[config.mk]
export PLATFORM = sky130hd
export DESIGN_NAME = ppu_oam_dma
export DESIGN_NICKNAME = d
export VERILOG_FILES = /design/src/rtl/ppu_oam_dma.sv
export SDC_FILE = /design/constraint.sdc
export NUM_CORES = 1
export LEC_CHECK = 0
export CORE_ASPECT_RATIO = 0.6
export CORE_MARGIN = 5
export CORE_UTILIZATION = 40
export CTS_BUF_LIST = sky130_fd_sc_hd__clkbuf_4 sky130_fd_sc_hd__clkbuf_8 sky130_fd_sc_hd__clkbuf_16
export DETAILED_ROUTE_END_ITERATION = 8
export PLACE_DENSITY = 0.75
export REMOVE_ABC_BUFFERS = 1
export SYNTH_ARGS = -nofsm -noshare
export SYNTH_HDL_FRONTEND = slang
export SYNTH_SLANG_ARGS = --single-unit
[constraint.sdc]
create_clock -name i_cpu_clk -period 5.9 [get_ports i_cpu_clk]
set_input_delay 1.18 -clock i_cpu_clk [delete_from_list [all_inputs] [get_ports i_cpu_clk]]
set_output_delay 1.18 -clock i_cpu_clk [all_outputs]
set_load 0.05 [all_outputs]
[src/rtl/ppu_oam_dma.sv]
// Sprite DMA: a write to DMA_REG_ADDR copies 256 bytes from CPU page P into OAM at OAMADDR+n.
// Optional PPU_OAM_DMA_ALIGN_EN inserts one ALIGN cycle when the grant lands on an odd cycle.
module ppu_oam_dma #(
    parameter logic [15:0] DMA_REG_ADDR = 16'h4014,
    parameter int unsigned XFER_LEN     = 256
) (
    input  logic        i_cpu_clk,
    input  logic        i_cpu_rstn,
    input  logic [15:0] i_bus_addr,
    input  logic        i_bus_wn,
    input  logic [7:0]  i_bus_wdata,
    input  logic [7:0]  i_oam_base,
    output logic        o_spr_req,
    input  logic        i_spr_gnt,
    output logic [15:0] o_spr_addr,
    output logic        o_spr_wn,
    output logic [7:0]  o_spr_wdata,
    input  logic [7:0]  i_spr_rdata,
    output logic [7:0]  o_oam_addr,
    output logic        o_oam_we,
    output logic [7:0]  o_oam_wdata,
    output logic        o_busy
);

    localparam logic [7:0] LastCnt = 8'(XFER_LEN - 1);

`ifdef PPU_OAM_DMA_ALIGN_EN
    typedef enum logic [2:0] {StIdle, StReq, StAlign, StRd, StWr, StDone} state_e;
    logic parity_q;
`else
    typedef enum logic [2:0] {StIdle, StReq, StRd, StWr, StDone} state_e;
`endif

    state_e     state_q;
    logic [7:0] cnt_q;
    logic [7:0] page_q;
    logic [7:0] base_q;

    // Read-only master port.
    assign o_spr_wn    = 1'b1;
    assign o_spr_wdata = 8'h00;

    always_ff @(posedge i_cpu_clk or negedge i_cpu_rstn) begin
        if (!i_cpu_rstn) begin
            state_q     <= StIdle;
            cnt_q       <= 8'h00;
            page_q      <= 8'h00;
            base_q      <= 8'h00;
            o_spr_req   <= 1'b0;
            o_spr_addr  <= 16'h0000;
            o_oam_addr  <= 8'h00;
            o_oam_we    <= 1'b0;
            o_oam_wdata <= 8'h00;
            o_busy      <= 1'b0;
`ifdef PPU_OAM_DMA_ALIGN_EN
            parity_q    <= 1'b0;
`endif
        end else begin
            o_oam_we <= 1'b0;
`ifdef PPU_OAM_DMA_ALIGN_EN
            parity_q <= ~parity_q;
`endif
            case (state_q)
                StIdle: begin
                    if (!i_bus_wn && (i_bus_addr == DMA_REG_ADDR)) begin
                        page_q    <= i_bus_wdata;
                        base_q    <= i_oam_base;
                        cnt_q     <= 8'h00;
                        o_spr_req <= 1'b1;
                        o_busy    <= 1'b1;
                        state_q   <= StReq;
                    end
                end
                StReq: begin
                    if (i_spr_gnt) begin
`ifdef PPU_OAM_DMA_ALIGN_EN
                        if (parity_q) begin
                            state_q <= StAlign;
                        end else begin
                            o_spr_addr <= {page_q, cnt_q};
                            state_q    <= StRd;
                        end
`else
                        o_spr_addr <= {page_q, cnt_q};
                        state_q    <= StRd;
`endif
                    end
                end
`ifdef PPU_OAM_DMA_ALIGN_EN
                StAlign: begin
                    o_spr_addr <= {page_q, cnt_q};
                    state_q    <= StRd;
                end
`endif
                // Without grant the read address is held and no OAM write is issued.
                StRd: begin
                    if (i_spr_gnt) begin
                        state_q <= StWr;
                    end
                end
                StWr: begin
                    o_oam_wdata <= i_spr_rdata;
                    o_oam_addr  <= base_q + cnt_q;
                    o_oam_we    <= 1'b1;
                    if (cnt_q == LastCnt) begin
                        o_spr_req <= 1'b0;
                        state_q   <= StDone;
                    end else begin
                        cnt_q      <= cnt_q + 8'd1;
                        o_spr_addr <= {page_q, cnt_q + 8'd1};
                        state_q    <= StRd;
                    end
                end
                StDone: begin
                    o_busy  <= 1'b0;
                    state_q <= StIdle;
                end
                default: state_q <= StIdle;
            endcase
        end
    end

endmodule

==> impl_metrics.tcl, run 1 <==
set metrics [dict create \
    fin_crit_sh_pct 57.6 \
    die-area_um2 9950 \
    cp_max_fo 19 \
    fp-row-count 25 \
    insertion_delay_ns 0.33 \
    ys_ff_latch 62 \
    first_iter_violations 116 \
    vdd_drop_max_mv 0.265 \
    slew_headroom_pct 41.1 \
    core_area_um2 7820 \
    h-tree-depth 3 \
    cts_buffers 9 \
    syn_inst 292 \
    post-route-worst-setup-slack_ns 2.50 \
    vias 2361 \
    hold_violations 0 \
    die_x_um 125 \
    whs_ns 0.475 \
    internal_power_mw 1.13 \
    path_buf_inv 2 \
    initial_core_util_pct 40.9 \
    power_leakage_nw 1.99 \
    swShare_pct 36.6 \
    clk_pin_slew_ns 0.05 \
    area_growth_pct 33.9 \
    synth_area_um2 3200 \
    cts_tree "built" \
    final_common_cell "clkdlybuf4s50_1" \
    path_delay_family "simple AND/OR/NAND/NOR gates" \
    synth_edf_count 0 \
    p_sw_mw 0.653 \
    clockBufferDepth 2 \
    grt_start_max_net_pins 63 \
    antenna_found_initial 0 \
    critPathMaxStageDelay_ns 0.82 \
    nNetsFinal 419 \
    rsz0062_at_grt "no" \
    ant_nets 0 \
    synth_area_per_cell_um2 11.0 \
    max-cap-violations 0 \
    fillers 693 \
    finalPower_mw 1.79 \
    tns_ns 0 \
    skew_ns 0.00558 \
    wl_mm 7.13 \
    yosysWarnings 0 \
    p_per_area_nw_per_um2 416 \
    cp_slowest_cell "and3_1" \
    async_flop_share_pct 100 \
    cp_cell_sequence "clkdlybuf4s50_1 > nor4b_1 > and3_1 > buf_4 > mux2_2" \
    place_congestion 0.862 \
    setup_viol 0 \
    cts.repair.resized 0 \
    worstSetupPathType "input port to flop" \
    grt_pass1_wl_mm 12.1 \
    layout_common_cells "clkdlybuf4s50_1 (77), dfrtp_1 (62), nand2_1 (48)" \
    pwr-share-clk_pct 32.3 \
    combPwrFrac_pct 33.9 \
    period_needed_ns 3.40 \
    pre_cts_ws_ns 2.13 \
    cts_sinks 62 \
    clock-root-buffer "clkbuf_16" \
    die_y_um 79.3 \
    run_status "finished clean" \
    dpl_cell_area_um2 3950 \
    cts_setup_buffers 0 \
    diodes 0 \
    seq_power_share_pct 33.9 \
    synthFlopType "dfrtp_1" \
    yosysSeqAreaShare_pct 48.5 \
    drv_slew 0 \
    grt_usage_pct 15.6 \
    gr-total-overflow 0 \
    worst_pin_slew_ns 0.883 \
    drive_gt1_share_pct 14.6 \
    routed_via_density 4.94 \
    io_pins 88 \
    arrival_ns 3.61 \
    drcViolationCount 0 \
    required_ns 6.11 \
    drt_pass1_iterations 4 \
    port_buffers 78 \
    crit_path_end_kind "flop" \
    fmax_mhz 294 \
    wire_per_inst_um 14.9 \
    ys_types 51 \
    dpl.hpwl_mm 5.20 \
    hp-class "flop to flop" \
    first_global_vias 2460 \
    start_kind "input port" \
    stdcell_area_um2 4290 \
    holdBufCountCts 0 \
]
## sequential cells by signal, summed over array words and instances (netlist names), 3 cells and up
register and flops:
o_oam_addr 8, cnt_q 8, o_oam_wdata 8, o_spr_addr 16, base_q 8, page_q 8
state_q 3
## final cells by class
type / instances / area [um2] / share of cell area [%]
clock inverters: 5 / 81.3 / 1.90
inverters: 12 / 45.0 / 1.05
well taps: 108 / 135 / 3.15
multi-input cells: 199 / 1420 / 33.2
clock buffers: 11 / 253 / 5.90
repair buffers: 81 / 798 / 18.6
flip-flops and latches: 62 / 1550 / 36.2
## final timing paths
path | start | to | slack (ns) | depth (start not counted)
max in group asynchronous | i_cpu_rstn | o_spr_addr[3] | 4.37 | 2
worst max-delay path | i_bus_addr[7] | page_q[4] | 2.50 | 5
worst min-delay path | o_oam_wdata[0] | o_oam_wdata[0] | 0.47 | 2
min in group asynchronous | i_cpu_rstn | o_spr_addr[9] | 1.01 | 2
worst max register to register | cnt_q[0] | o_spr_addr[15] | 3.44 | 5
worst min register to register | o_oam_wdata[0] | o_oam_wdata[0] | 0.47 | 2
## per-layer routing
metal	wire length, um	vias up	part of all wire [%]	GRT usage (%)
met5	0	-	0	0
met4	76	0	1.1	4.87
met3	570	8	8.0	7.06
met2	3140	76	44	23.2
met1	3350	1136	47	20.3
li1	-	1141	-	-
## synth_stat cells (4+ instances only)
master / n / share of area [%]
a211oi_1: 5 / 1.2
a21oi_1: 4 / 0.63
buf_1: 4 / 0.47
buf_4: 10 / 2.3
buf_6: 7 / 2.5
dfrtp_1: 62 / 48
ha_1: 9 / 3.5
inv_1: 12 / 1.4
mux2_2: 22 / 7.7
mux2_4: 9 / 4.2
nand2_1: 48 / 5.6
nand3_1: 9 / 1.4
nor2_1: 7 / 0.82
nor3_1: 5 / 0.78
o21ai_0: 11 / 1.7
o22ai_1: 7 / 1.4
xnor2_1: 5 / 1.4
xor2_1: 9 / 2.5
## worst register-to-register path, cell delays in order, from the launching register on
cell	delay, ns
dfrtp_1	0.47
ha_1	0.37
nand4_4	0.12
nor2_2	0.20
a2111o_1	0.76
mux2_2	0.42
## logic make-up (layout without fill, tap and decap cells)
group	count (synthesis)	in the layout	synth area share, %
AO/OA/AOI/OAI	43	43	8.84
XOR/XNOR	14	14	3.83
adder cells (fa/ha/maj)	10	10	4.14
buffers and inverters	38	109	7.90
flip-flops	62	62	48.5
multiplexers	33	33	12.6
other	2	9	0.235
AND/OR/NAND/NOR	90	90	14.0
## power by group through the flow
stage / Combinational, mW / Sequential, mW / Clock, mW
2_1_floorplan: 0.201 / 0.794 / 0
3_3_place_gp: 0.597 / 0.605 / 0
3_5_place_dp: 0.608 / 0.611 / 0
4_1_cts: 0.611 / 0.604 / 0.590
5_1_grt: 0.650 / 0.623 / 0.615
6_report: 0.605 / 0.605 / 0.576
## through the flow
stage	util, %	cells
CTS	54.8	478
global route	54.8	478
detailed placement	50.5	462
global placement	50.5	462
floorplan	-	273
finish	54.8	478
Note: power is estimated with default switching activity, not from simulation.
==> inputs of run 2 (changes only) <==
PLACE_DENSITY = 0.78   (was 0.75)
clock period = 3.1 ns   (was 5.9 ns; I/O delays follow)
==> run 2 against run 1 <==
  * Clock skew rose by 0.0015 ns
  * Largest cell class unchanged
  * Clock power rose by 74%
  * Setup slack got worse by 1.9 ns
  * Register-to-register slack worse by 2.8 ns
  * Wire length rose by 3.9%
  * Utilization down 0.11 points
==> impl_metrics.tcl, run 2 (synthesis gave the netlist of run 1 again) <==
set metrics [dict create \
    run_status "finished clean" \
    cts_setup_buffers 0 \
    place_congestion 0.818 \
    worstSetupPathType "flop to flop" \
    vdd_drop_max_mv 0.531 \
    diodes 0 \
    ant_nets 0 \
    fin_crit_sh_pct 79.3 \
    arrival_ns 2.67 \
    die_x_um 125 \
    tns_ns 0 \
    setup_viol 0 \
    clk_pin_slew_ns 0.05 \
    nNetsFinal 420 \
    regMostFlops "o_spr_addr" \
    h-tree-depth 3 \
    required_ns 3.31 \
    cts_tree "built" \
    die_y_um 79.3 \
    cp_cell_sequence "ha_1 > nand4_4 > nor2_2 > a2111o_1 > mux2_2" \
    whs_ns 0.216 \
    drive_gt1_share_pct 14.8 \
    grt_start_max_net_pins 38 \
    vias 2365 \
    skew_ns 0.00712 \
    p_per_area_nw_per_um2 775 \
    largest_register_ffs 16 \
    cts_buffers 9 \
    io_pins 88 \
    path_buf_inv 0 \
    area_growth_pct 33.7 \
    slew_headroom_pct 44.1 \
    cp_max_fo 16 \
    initial_core_util_pct 40.9 \
    gr-total-overflow 0 \
    crit_path_end_kind "flop" \
    layout_common_cells "clkdlybuf4s50_1 (77), dfrtp_1 (62), nand2_1 (48)" \
    max-cap-violations 0 \
    power_leakage_nw 1.99 \
    clockBufferDepth 2 \
    core_area_um2 7820 \
    fillers 684 \
    holdBufCountCts 0 \
    fp-row-count 25 \
    rr_worst_depth 5 \
    grt_usage_pct 15.8 \
    rsz0062_at_grt "no" \
    start_kind "flop" \
    r2r_slack_ns 0.64 \
    r2r-start "cnt_q[0]" \
    cts.repair.resized 0 \
    dpl.hpwl_mm 5.36 \
    wl_mm 7.42 \
    cp_slowest_cell "a2111o_1" \
    first_global_vias 2456 \
    port_buffers 78 \
    final_common_cell "clkdlybuf4s50_1" \
    fmax_mhz 407 \
    grt_pass1_wl_mm 12.4 \
    die-area_um2 9950 \
    antenna_found_initial 0 \
    first_iter_violations 72 \
    period_needed_ns 2.46 \
    clock-root-buffer "clkbuf_16" \
    r2r-end "o_spr_addr[7]" \
    hold_violations 0 \
    drv_slew 0 \
    routed_via_density 4.94 \
    hp-class "input port to asynchronous set/reset pin" \
    path_delay_family "compound AO/OA/AOI/OAI gates" \
    startpoint "cnt_q[0]" \
    insertion_delay_ns 0.33 \
    wire_per_inst_um 15.5 \
    drt_pass1_iterations 4 \
    critPathMaxStageDelay_ns 0.73 \
    drcViolationCount 0 \
    worst_pin_slew_ns 0.838 \
    cts_sinks 62 \
]
## run 2: layer usage
layer  part of all wire [%]  up-vias  routed length (um)  GRT usage (%)
li1                       -     1154                   -              -
met1                     46     1111                3430           20.8
met2                     44       87                3300           23.7
met3                    8.0       13                 595           6.92
met4                    1.3        0                  96           4.55
met5                      0        -                   0              0
## run 2: area by class of cell
| type | instances | area [um2] | area share (%) |
|---|---|---|---|
| well taps | 108 | 135 | 3.16 |
| multi-input cells | 199 | 1420 | 33.3 |
| inverters | 12 | 45.0 | 1.05 |
| flip-flops and latches | 62 | 1550 | 36.3 |
| clock buffers | 13 | 262 | 6.11 |
| clock inverters | 3 | 43.8 | 1.02 |
| repair buffers | 82 | 818 | 19.1 |
## run 2: worst max-delay path by stage
stage | cells past startpoint | end | slack (ns)
2_1_floorplan | 7 | cnt_q[0] | 0.65
3_3_place_gp | 6 | base_q[4] | 0.57
3_5_place_dp | 5 | page_q[2] | 0.52
4_1_cts | 5 | o_spr_addr[7] | 0.63
5_1_grt | 5 | o_spr_addr[7] | 0.47
6_report | 5 | o_spr_addr[7] | 0.64
## run 2: power breakdown
part | leakage, nW | switching [mW] | total, mW | internal (mW)
Combinational | 1.01 | 0.712 | 1.16 | 0.444
Sequential | 0.820 | 0.187 | 1.15 | 0.966
Clock | 0.154 | 0.334 | 1.00 | 0.670
Total | 1.99 | 1.23 | 3.31 | 2.08
## run 2: metrics by stage
step                      worst slack [ns]  utilization [%]  instances  total power [mW]  instance area, um2
after floorplan                      0.647                -        273              1.89                3020
after global placement               0.568             50.8        463              2.29                3970
after detailed placement             0.522             50.8        463              2.32                3970
after CTS                            0.635             54.7        479              3.36                4280
after global routing                 0.472             54.7        479              3.49                4280
final                                0.640             54.7        479              3.31                4280
